===== config.mk =====
export PLATFORM = sky130hd
export DESIGN_NAME = operate_verify_seq
export DESIGN_NICKNAME = d
export VERILOG_FILES = /design/src/rtl/operate_pkg.sv /design/src/rtl/operate_target_classifier.sv /design/src/rtl/operate_verify_seq.sv
export SDC_FILE = /design/constraint.sdc
export NUM_CORES = 1
export LEC_CHECK = 0
export CAP_MARGIN = 20
export CORE_MARGIN = 2
export CORE_UTILIZATION = 51
export DETAILED_ROUTE_END_ITERATION = 12
export PLACE_DENSITY = 0.75
export SYNTH_ARGS = -nofsm -noshare
export SYNTH_HDL_FRONTEND = slang
export SYNTH_SLANG_ARGS = --single-unit
export TNS_END_PERCENT = 30

===== constraint.sdc =====
create_clock -name uart_clk -period 2.4 [get_ports uart_clk]
set_input_delay 0.36 -clock uart_clk [delete_from_list [all_inputs] [get_ports uart_clk]]
set_output_delay 0.36 -clock uart_clk [all_outputs]
set_load 0.02 [all_outputs]

===== src/rtl/operate_pkg.sv =====
`default_nettype none
// ============================================================================
// Module      : operate_pkg
// Description : Shared constants and types for the operate verifier:
//               operate codes, game-state stop pattern, target indices,
//               target-class enum and item indices.
// Revision    : 1.0 - initial clocked verifier release
// ============================================================================
package operate_pkg;

  // Operate codes as issued by the UART command decoder
  localparam logic [7:0] OP_GET      = 8'h86;
  localparam logic [7:0] OP_PUT      = 8'h8A;
  localparam logic [7:0] OP_INTERACT = 8'h92;
  localparam logic [7:0] OP_MOVE     = 8'hA2;
  localparam logic [7:0] OP_THROW    = 8'hC2;
  localparam logic [7:0] OP_IGNORE   = 8'h82;

  // data_game_state[3:2] pattern meaning the game is stopped
  localparam logic [1:0] GAME_STATE_STOP = 2'b10;

  // Target indices (storages occupy 1..STORAGE_END, parameterised elsewhere)
  localparam int unsigned TGT_NONE      = 0;
  localparam int unsigned TGT_PROC_A_0  = 7;
  localparam int unsigned TGT_PROC_A_1  = 8;
  localparam int unsigned TGT_TABLE_0   = 9;
  localparam int unsigned TGT_PROC_B_0  = 10;
  localparam int unsigned TGT_TABLE_1   = 11;
  localparam int unsigned TGT_PROC_B_1  = 12;
  localparam int unsigned TGT_PROC_B_2  = 13;
  localparam int unsigned TGT_TABLE_2   = 14;
  localparam int unsigned TGT_PROC_B_3  = 15;
  localparam int unsigned TGT_PROC_B_4  = 16;
  localparam int unsigned TGT_TABLE_3   = 17;
  localparam int unsigned TGT_CUSTOMER  = 18;
  localparam int unsigned TGT_TABLE_4   = 19;
  localparam int unsigned TGT_TABLE_5   = 20;

  // Rule class of a target
  typedef enum logic [2:0] {
    NONE        = 3'd0,
    STORAGE     = 3'd1,
    PROCESSOR_A = 3'd2,
    TABLE       = 3'd3,
    PROCESSOR_B = 3'd4,
    CUSTOMER    = 3'd5
  } target_class_e;

  // Item indices carried in the player's hand
  localparam int unsigned ITEM_NONE       = 0;
  localparam int unsigned ITEM_INGREDIENT = 1;
  localparam int unsigned ITEM_PROCESSED  = 2;
  localparam int unsigned ITEM_DISH       = 3;

endpackage
`default_nettype wire


===== src/rtl/operate_target_classifier.sv =====
`default_nettype none
// ============================================================================
// Module      : operate_target_classifier
// Description : Combinational map of a target index to its rule class.
//               Storages (1..STORAGE_END) take precedence over the fixed map.
// Ports       : target_idx   in  [TARGET_W-1:0] target index
//               target_class out target_class_e  rule class of that target
// Revision    : 1.0 - initial release
// ============================================================================
module operate_target_classifier
  import operate_pkg::*;
#(
  parameter int TARGET_W    = 5,
  parameter int STORAGE_END = 6
) (
  input  logic [TARGET_W-1:0] target_idx,
  output target_class_e       target_class
);

  logic [31:0] idx;
  assign idx = 32'(target_idx);

  always_comb begin
    target_class = NONE;
    if ((idx >= 32'd1) && (idx <= 32'(STORAGE_END))) begin
      target_class = STORAGE;
    end else begin
      case (idx)
        TGT_PROC_A_0, TGT_PROC_A_1:                         target_class = PROCESSOR_A;
        TGT_TABLE_0, TGT_TABLE_1, TGT_TABLE_2,
        TGT_TABLE_3, TGT_TABLE_4, TGT_TABLE_5:              target_class = TABLE;
        TGT_PROC_B_0, TGT_PROC_B_1, TGT_PROC_B_2,
        TGT_PROC_B_3, TGT_PROC_B_4:                         target_class = PROCESSOR_B;
        TGT_CUSTOMER:                                       target_class = CUSTOMER;
        default:                                            target_class = NONE;
      endcase
    end
  end

endmodule
`default_nettype wire


===== src/rtl/operate_verify_seq.sv =====
`default_nettype none
// ============================================================================
// Module      : operate_verify_seq
// Description : Clocked operate verifier. Accepts one request per handshake,
//               checks it against game state, player feedback and target
//               class, issues a one-cycle verified operate, then waits for
//               the machine-side feedback to settle. Counts delivered dishes.
// Ports       : uart_clk, rst_n (async active-low)
//               op_valid/op_ready          request handshake
//               data_game_state/operate/target, sig_* request + feedback
//               out_valid, data_operate_verified  verified operate pulse
//               data_cusine_finish_num     saturating delivered-dish count
//               timeout_err                sticky WAIT_ACK timeout flag
// Config      : SHADOW_OCCUPANCY_EN - track per-target occupancy internally
//               and use it in place of sig_machine.
// Revision    : 1.0 - initial clocked release
// ============================================================================
module operate_verify_seq
  import operate_pkg::*;
#(
  parameter int TARGET_W    = 5,
  parameter int STORAGE_END = 6,
  parameter int ACK_TIMEOUT = 255,
  parameter int FINISH_W    = 3
) (
  input  logic                uart_clk,
  input  logic                rst_n,
  input  logic                op_valid,
  output logic                op_ready,
  input  logic [7:0]          data_game_state,
  input  logic [7:0]          data_operate,
  input  logic [7:0]          data_target,
  input  logic                sig_front,
  input  logic                sig_hand,
  input  logic                sig_processing,
  input  logic                sig_machine,
  output logic                out_valid,
  output logic [7:0]          data_operate_verified,
  output logic [FINISH_W-1:0] data_cusine_finish_num,
  output logic                timeout_err
);

  localparam int NUM_TARGETS = 2 ** TARGET_W;
  localparam int TIMER_W     = (ACK_TIMEOUT > 1) ? $clog2(ACK_TIMEOUT + 1) : 1;

  localparam logic [1:0] ST_IDLE     = 2'd0;
  localparam logic [1:0] ST_CHECK    = 2'd1;
  localparam logic [1:0] ST_ISSUE    = 2'd2;
  localparam logic [1:0] ST_WAIT_ACK = 2'd3;

  logic [1:0]          state_q,    state_d;
  logic [7:0]          op_q,       op_d;
  logic [TARGET_W-1:0] tgt_q,      tgt_d;
  logic                stopped_q,  stopped_d;
  logic                front_q,    front_d;
  logic                hand_q,     hand_d;
  logic                proc_q,     proc_d;
  logic [7:0]          verified_q, verified_d;
  logic                out_valid_q, out_valid_d;
  logic [TIMER_W-1:0]  timer_q,    timer_d;
  logic                tmo_q,      tmo_d;
  logic [FINISH_W-1:0] finish_q,   finish_d;
  logic                mach_eff;

`ifdef SHADOW_OCCUPANCY_EN
  logic [NUM_TARGETS-1:0] occ_q, occ_d;
  assign mach_eff = occ_q[tgt_q];
`else
  logic mach_q, mach_d;
  assign mach_eff = mach_q;
`endif

  // Bits of the input bytes that carry no meaning for this block
  logic unused_bits;
  assign unused_bits = ^{data_game_state, data_target, sig_machine};

  target_class_e tgt_cls;

  operate_target_classifier #(
    .TARGET_W    (TARGET_W),
    .STORAGE_END (STORAGE_END)
  ) u_classifier (
    .target_idx   (tgt_q),
    .target_class (tgt_cls)
  );

  // Rule evaluation on captured request. MOVE passes every class rule, so
  // the per-class cases only override the MOVE default for other codes;
  // unknown codes (including IGNORE itself) never pass.
  logic       pass;
  logic [7:0] verdict;

  always_comb begin
    pass = (op_q == OP_MOVE);
    case (tgt_cls)
      STORAGE: begin
        if (op_q == OP_GET) pass = !hand_q;
      end
      PROCESSOR_A: begin
        case (op_q)
          OP_GET:      pass = !hand_q && mach_eff;
          OP_PUT:      pass = hand_q && !mach_eff;
          OP_INTERACT: pass = 1'b1;
          default:     ;
        endcase
      end
      TABLE: begin
        case (op_q)
          OP_PUT, OP_THROW: pass = hand_q;
          OP_GET:           pass = !hand_q && mach_eff;
          OP_INTERACT:      pass = 1'b1;
          default:          ;
        endcase
      end
      PROCESSOR_B: begin
        case (op_q)
          OP_PUT:      pass = hand_q && !proc_q;
          OP_GET:      pass = !hand_q && mach_eff;
          OP_INTERACT: pass = 1'b1;
          default:     ;
        endcase
      end
      CUSTOMER: begin
        if (op_q == OP_PUT) pass = hand_q;
      end
      default: ;
    endcase
    if (stopped_q) pass = 1'b0;
    if ((op_q != OP_MOVE) && !front_q) pass = 1'b0;
    verdict = pass ? op_q : OP_IGNORE;
  end

  always_comb begin
    state_d     = state_q;
    op_d        = op_q;
    tgt_d       = tgt_q;
    stopped_d   = stopped_q;
    front_d     = front_q;
    hand_d      = hand_q;
    proc_d      = proc_q;
    verified_d  = verified_q;
    out_valid_d = 1'b0;
    timer_d     = timer_q;
    tmo_d       = tmo_q;
    finish_d    = finish_q;
`ifdef SHADOW_OCCUPANCY_EN
    occ_d       = occ_q;
`else
    mach_d      = mach_q;
`endif

    case (state_q)
      ST_IDLE: begin
        if (op_valid) begin
          op_d      = data_operate;
          tgt_d     = data_target[TARGET_W+1:2];
          stopped_d = (data_game_state[3:2] == GAME_STATE_STOP);
          front_d   = sig_front;
          hand_d    = sig_hand;
          proc_d    = sig_processing;
`ifndef SHADOW_OCCUPANCY_EN
          mach_d    = sig_machine;
`endif
          state_d   = ST_CHECK;
        end
      end
      ST_CHECK: begin
        verified_d  = verdict;
        out_valid_d = 1'b1;
        state_d     = ST_ISSUE;
      end
      ST_ISSUE: begin
        if ((verified_q == OP_PUT) && (tgt_cls == CUSTOMER) && (finish_q != '1)) begin
          finish_d = finish_q + 1'b1;
        end
`ifdef SHADOW_OCCUPANCY_EN
        if ((verified_q == OP_PUT) && (tgt_cls != CUSTOMER)) occ_d[tgt_q] = 1'b1;
        if (verified_q == OP_GET)                            occ_d[tgt_q] = 1'b0;
`endif
        if (verified_q == OP_IGNORE) begin
          state_d = ST_IDLE;
        end else begin
          timer_d = TIMER_W'(ACK_TIMEOUT);
          state_d = ST_WAIT_ACK;
        end
      end
      ST_WAIT_ACK: begin
        // MOVE/INTERACT leave the hand unchanged, so there is nothing to await
        if ((sig_hand != hand_q) || (op_q == OP_MOVE) || (op_q == OP_INTERACT)) begin
          state_d = ST_IDLE;
        end else if (timer_q <= TIMER_W'(1)) begin
          timer_d = '0;
          tmo_d   = 1'b1;
          state_d = ST_IDLE;
        end else begin
          timer_d = timer_q - 1'b1;
        end
      end
      default: state_d = ST_IDLE;
    endcase
  end

  always_ff @(posedge uart_clk or negedge rst_n) begin
    if (!rst_n) begin
      state_q     <= ST_IDLE;
      op_q        <= OP_IGNORE;
      tgt_q       <= '0;
      stopped_q   <= 1'b0;
      front_q     <= 1'b0;
      hand_q      <= 1'b0;
      proc_q      <= 1'b0;
      verified_q  <= OP_IGNORE;
      out_valid_q <= 1'b0;
      timer_q     <= '0;
      tmo_q       <= 1'b0;
      finish_q    <= '0;
`ifdef SHADOW_OCCUPANCY_EN
      occ_q       <= '0;
`else
      mach_q      <= 1'b0;
`endif
    end else begin
      state_q     <= state_d;
      op_q        <= op_d;
      tgt_q       <= tgt_d;
      stopped_q   <= stopped_d;
      front_q     <= front_d;
      hand_q      <= hand_d;
      proc_q      <= proc_d;
      verified_q  <= verified_d;
      out_valid_q <= out_valid_d;
      timer_q     <= timer_d;
      tmo_q       <= tmo_d;
      finish_q    <= finish_d;
`ifdef SHADOW_OCCUPANCY_EN
      occ_q       <= occ_d;
`else
      mach_q      <= mach_d;
`endif
    end
  end

  assign op_ready               = (state_q == ST_IDLE);
  assign out_valid              = out_valid_q;
  assign data_operate_verified  = verified_q;
  assign data_cusine_finish_num = finish_q;
  assign timeout_err            = tmo_q;

endmodule
`default_nettype wire


After elaboration in Yosys (flattened, before gate mapping)
Memories as Yosys holds them, arrays and structs flattened.
Index checks and enable logic that the tools add are counted.
{"block": "op_classes", "add_sub_neg": 2, "muxes": 20, "magnitude_cmp": 3, "n_reduce_logical": 21, "n_mul": 0, "div_mod_pow": 0, "n_bitwise": 1, "eq_ne": 23, "n_shift": 0}
{"op": "$eq 8x8->1 const B", "n": 7}
{"op": "$mux 8", "n": 4}
{"op": "$pmux 8 s2", "n": 1}
{"op": "$pmux 1 s3", "n": 3}
{"op": "$le 8x1->1 const B", "n": 1}
{"op": "$mux 2", "n": 4}
{"op": "$ne 8x8->1 const B", "n": 1}
{"op": "$pmux 2 s4", "n": 1}
{"op": "$sub 8x1->8 const B", "n": 1}
{"op": "$logic_and 1x1->1", "n": 7}
{"op": "$eq 2x2->1 const B", "n": 3}
{"op": "$eq 3x2->1 const B", "n": 2}
{"op": "$eq 3x3->1 const B", "n": 2}
{"op": "$ne 2x2->1 const B", "n": 3}
{"op": "$ne 3x3->1 const B", "n": 2}
{"op": "$reduce_and 2->1", "n": 3}
{"op": "$reduce_and 3->1", "n": 2}
{"op": "$ge 5x1->1 const B", "n": 1}
{"op": "$le 5x3->1 const B", "n": 1}
{"op": "$mux 1", "n": 5}
{"op": "$pmux 1 s5", "n": 1}
{"op": "$logic_not 1->1", "n": 4}
{"op": "$add 3x1->3 const B", "n": 1}
{"op": "$eq 3x1->1 const B", "n": 1}
{"op": "8 further kinds", "n": 9}
{"block": "totals", "regBits": 41, "word_cells": 84, "romBits": 96, "n_memories": 1, "input_bits": 31, "ram_bits": 0, "latchBits": 0}
{"name": "(name not given)", "depth": 32, "width": 3, "read_ports": 1, "rd_ports_with_merged_regs": 0, "write_ports": 0, "line": "operate_target_classifier.sv:28", "source": "case (idx)"}

Longest topological paths before layout
{"block": "depth", "depth_word": 8, "ltp_mapped": 8}

Modules after synthesis
Synthesis repeated with hierarchy kept, for this count alone.
{"block": "hier_totals", "cells_unflattened": 216, "hier_area_um2": 2297.2}
{"mod": "operate_verify_seq", "area_each_um2": 2137.0, "seq_area_each_um2": 1031.0, "instances": 1, "cells_each": 195}
{"mod": "operate_target_classifier", "area_each_um2": 160.2, "seq_area_each_um2": 0.0, "instances": 1, "cells_each": 21}

Worst setup path before layout
OpenSTA, ideal clock, no wires.
{"block": "synth_timing", "kind": "register to register", "start": "register op_q[1]", "end": "register verified_q[2] (netlist: data_operate_verified[2])", "t_arrival_ps": 2069, "setup_slack_ps": 199, "required_time_ps": 2268, "setup_ps": 132, "stages_incl_launch_ff": 8, "cell_sequence": "dfstp_2 > or3b_1 > buf_6 > a211o_1 > o32ai_2 > o32ai_1 > a211oi_2 > o21ai_1"}
{"block": "synth_via", "elab_chain_cells": 7, "elab_cells_between_ends": 17, "classes_between": "eq/ne: 6; mux: 9; reduce/logical: 2"}
{"element": "start: declaration", "line": "operate_verify_seq.sv:52", "source": "logic [7:0] op_q, op_d;"}
{"element": "start signal: assignment", "line": "operate_verify_seq.sv:224", "source": "op_q <= op_d;"}
{"element": "$eq 8x8->1 (on tied branches)"}
{"element": "$reduce_or 2->1", "line": "operate_verify_seq.sv:108", "source": "case (op_q)"}
{"element": "$pmux 1 s3", "line": "operate_verify_seq.sv:108"}
{"element": "$pmux 1 s5", "line": "operate_verify_seq.sv:95", "source": "case (tgt_cls)"}
{"element": "$mux 1", "line": "operate_verify_seq.sv:128", "source": "if (stopped_q) pass = 1'b0;"}
{"element": "$mux 1 (*)", "line": "operate_verify_seq.sv:129", "source": "if ((op_q != OP_MOVE) && !front_q) pass = 1'b0;"}
{"element": "$mux 8 (*)", "line": "operate_verify_seq.sv:130", "source": "verdict = pass ? op_q : OP_IGNORE;"}
{"element": "end signal: assignment", "line": "operate_verify_seq.sv:230", "source": "verified_q <= verified_d;"}
{"element": "end: declaration", "line": "operate_verify_seq.sv:58", "source": "logic [7:0] verified_q, verified_d;"}
Mark *: on every way between the ends. The rest lies on a longest branch, timed or not.
A chain may end at the register's enable or synchronous reset.

Worst setup path after layout
{"block": "layout_timing", "start": "register op_q[1]", "end": "register verified_q[4] (netlist: data_operate_verified[4])"}
Same word-level chain as after synthesis.

==> results.json <==
{
  "hold_class": "in2async",
  "synth_top_area_share_pct": 40.6,
  "power_density_mw_per_mm2": 1110,
  "clkTransAtPathRegs_ns": 0.08,
  "grt_pass1_wl_um": 7950,
  "yosysWarnings": 0,
  "leakage_uw": 0.00113,
  "start_util_pct": 52.8,
  "period_share_pct": 94.5,
  "rrSetupSlack_ns": 0.13,
  "h-tree-depth": 2,
  "combPwrFrac_pct": 42.0,
  "grt_pass1_vias": 1729,
  "viasPerCell": 5.76,
  "finalHoldViolCount": 0,
  "wl_per_cell_um": 14.4,
  "multi_input_area_mm2": 0.00116,
  "syn_area_per_cell_um2": 9.92,
  "crit_fanout": 5,
  "synth_cell_types": 57,
  "grt.overflow.total": 0,
  "synth_nets": 265,
  "grt_max_degree": 42,
  "report.final.slew_viol_count": 0,
  "seqPwrFrac_pct": 39.5,
  "cts_tree": "done",
  "num-fill-cells": 377,
  "n_antenna_cell": 0,
  "synthTopCellsByArea": "dfrtp_1 (41%), mux2_2 (8.4%), dfstp_2 (4.6%)",
  "antenna_found_initial": 0,
  "endpoint_kind": "flip-flop",
  "startpoint_type": "flip-flop",
  "syn_inst": 230,
  "gp_congestion": 0.905,
  "finalCriticalPeriod_ns": 2.27,
  "core_mm2": 0.00432,
  "synth_most_common_cell": "dfrtp_1",
  "cts_root_buf": "clkbuf_8",
  "fin_skew_ns": 0.00355,
  "final_core_util_pct": 65.2,
  "dieArea_mm2": 0.00503,
  "grt_util_all_layers_pct": 19.7,
  "drt_iter0_drc": 155,
  "ys_top_cells_by_count": "dfrtp_1 (37), nand2_1 (21), mux2_2 (17), nor2_1 (17), nand2b_1 (13)",
  "dieHeight_um": 70.9,
  "cp.required_ns": 2.56,
  "wirelength_um": 4610,
  "dpl.hpwl_um": 3330,
  "p_int_uw": 1930,
  "die_x_um": 70.9,
  "tightest_slew_ns": 0.910,
  "syn_area_mm2": 0.00228,
  "drc": 0,
  "cts_num_sinks": 41,
  "synth_ff_type": "dfrtp_1",
  "p_sw_share_pct": 38.1,
  "setup_viol": 0,
  "cts_buffer_depth": 2,
  "drt_first_pass_iters": 4,
  "detail-route-antenna-nets": 0,
  "max_cap_viol_count": 0,
  "switchingPower_uw": 1190,
  "synthArstFlopShare_pct": 100,
  "p_clk_share_pct": 18.5,
  "num_rows": 24,
  "clock_latency_ns": 0.29,
  "numPortBuffers": 35,
  "status": "finished, final reports clean",
  "relSlewSlack_pct": 39.3,
  "cts_hold_buf": 0,
  "fin_tns_setup_ns": 0,
  "io_pins": 45,
  "ir_drop_uv": 676,
  "synth_seq_area_share_pct": 45.2,
  "cts_buffers": 5,
  "vias": 1844,
  "crit_type": "reg2reg",
  "regArea_mm2": 0.00103,
  "rsz0062_at_grt": "no",
  "whs_ns": 0.203,
  "synth_edf_count": 0,
  "yosysTopAreaCell": "dfrtp_1",
  "critPathArrivalTime_ns": 2.43,
  "clock.fmax_mhz": 441,
  "synth_seq_cells": 41,
  "layout-drive-gt1-share_pct": 16.8,
  "layout.nets": 302,
  "syn2layout_area_growth_pct": 23.5
}
-- flip-flops by register name (all words and copies together), names as in the netlist --
signal and flops:
timeout_err 1, stopped_q 1, proc_q 1, data_operate_verified 8
hand_q 1, tgt_q 5, op_q 8, state_q 2
front_q 1, out_valid 1, data_cusine_finish_num 3, timer_q 8
mach_eff 1
-- final timing paths --
check | startpoint | endpoint | cells past startpoint
max | op_q[1] | data_operate_verified[4] | 6
min | rst_n | hand_q | 1
max reg2reg | op_q[1] | data_operate_verified[4] | 6
min reg2reg | timeout_err | timeout_err | 1
max in group asynchronous | rst_n | timer_q[0] | 1
min in group uart_clk | timeout_err | timeout_err | 1
-- critical path, stage by stage (launching register included) --
cell and delay [ns]:
dfstp_2 0.54, or3b_1 0.37, a211o_1 0.32, o32ai_1 0.29, o21ai_0 0.13, a211oi_2 0.37
o21ai_1 0.12
-- repair_timing --
item,in CTS,in global routing
resized for setup,0,1
buffers inserted,0,0
setup endpoints to repair,0,1
-- metal layers --
metal / share of wire (%) / track usage, %
met1: 48 / 27.9
met5: 0 / 0
met2: 47 / 30.3
met3: 4.4 / 3.99
met4: 1.4 / 6.71
-- logic make-up (layout without fill, tap and decap cells) --
logic type / Yosys count / in the layout / share of synthesized area, %
flops: 41 / 41 / 45.2
fa+ha+maj: 4 / 4 / 2.19
mux: 19 / 19 / 9.27
buf+inv: 21 / 59 / 4.06
simple gates: 86 / 86 / 21.0
compound gates: 54 / 54 / 16.4
xor+xnor: 5 / 5 / 1.92
-- layout make-up --
| type | count | share of cell area, % |
|---|---|---|
| Inverter | 7 | 0.932 |
| Multi-Input combinational cell | 168 | 41.3 |
| Sequential cell | 41 | 36.6 |
| Clock buffer | 6 | 2.93 |
| Timing Repair Buffer | 44 | 14.6 |
| Clock inverter | 2 | 1.33 |
| Tap cell | 52 | 2.31 |
-- placed cells by master (no fill, tap or decap), types with 3 or more instances in the layout --
cell             count
nor3b_1              3
nor4_1               6
mux2_2              17
a31oi_1              3
clkdlybuf4s50_1     34
inv_1                7
a21oi_1              8
o21ai_0             12
buf_4                9
nand3b_1             4
nor4b_1              3
xor2_1               3
nand2_1             21
dfstp_2              4
nand2b_1            13
nor2_1              17
dfrtp_1             37
and2_1               3
clkbuf_8             6
o21ai_1              5
o22a_1               4
ha_1                 4
-- stage by stage --
stage                     cells  setup WS [ns]  area [um2]  total power (uW)
after floorplan             230          0.199        2280              2150
after global placement      312          0.155        2690              2500
after detailed placement    312          0.139        2690              2540
after CTS                   320          0.123        2810              3130
after global routing        320         0.0240        2820              3360
final                       320          0.131        2820              3120
-- power groups by stage --
stage | clock [uW] | combinational (uW) | sequential (uW)
6_report | 576 | 1310 | 1230
5_1_grt | 625 | 1450 | 1280
4_1_cts | 594 | 1310 | 1220
3_5_place_dp | 0 | 1300 | 1230
3_3_place_gp | 0 | 1270 | 1230
2_1_floorplan | 0 | 1030 | 1120
Power figures use the tool's default switching activity.
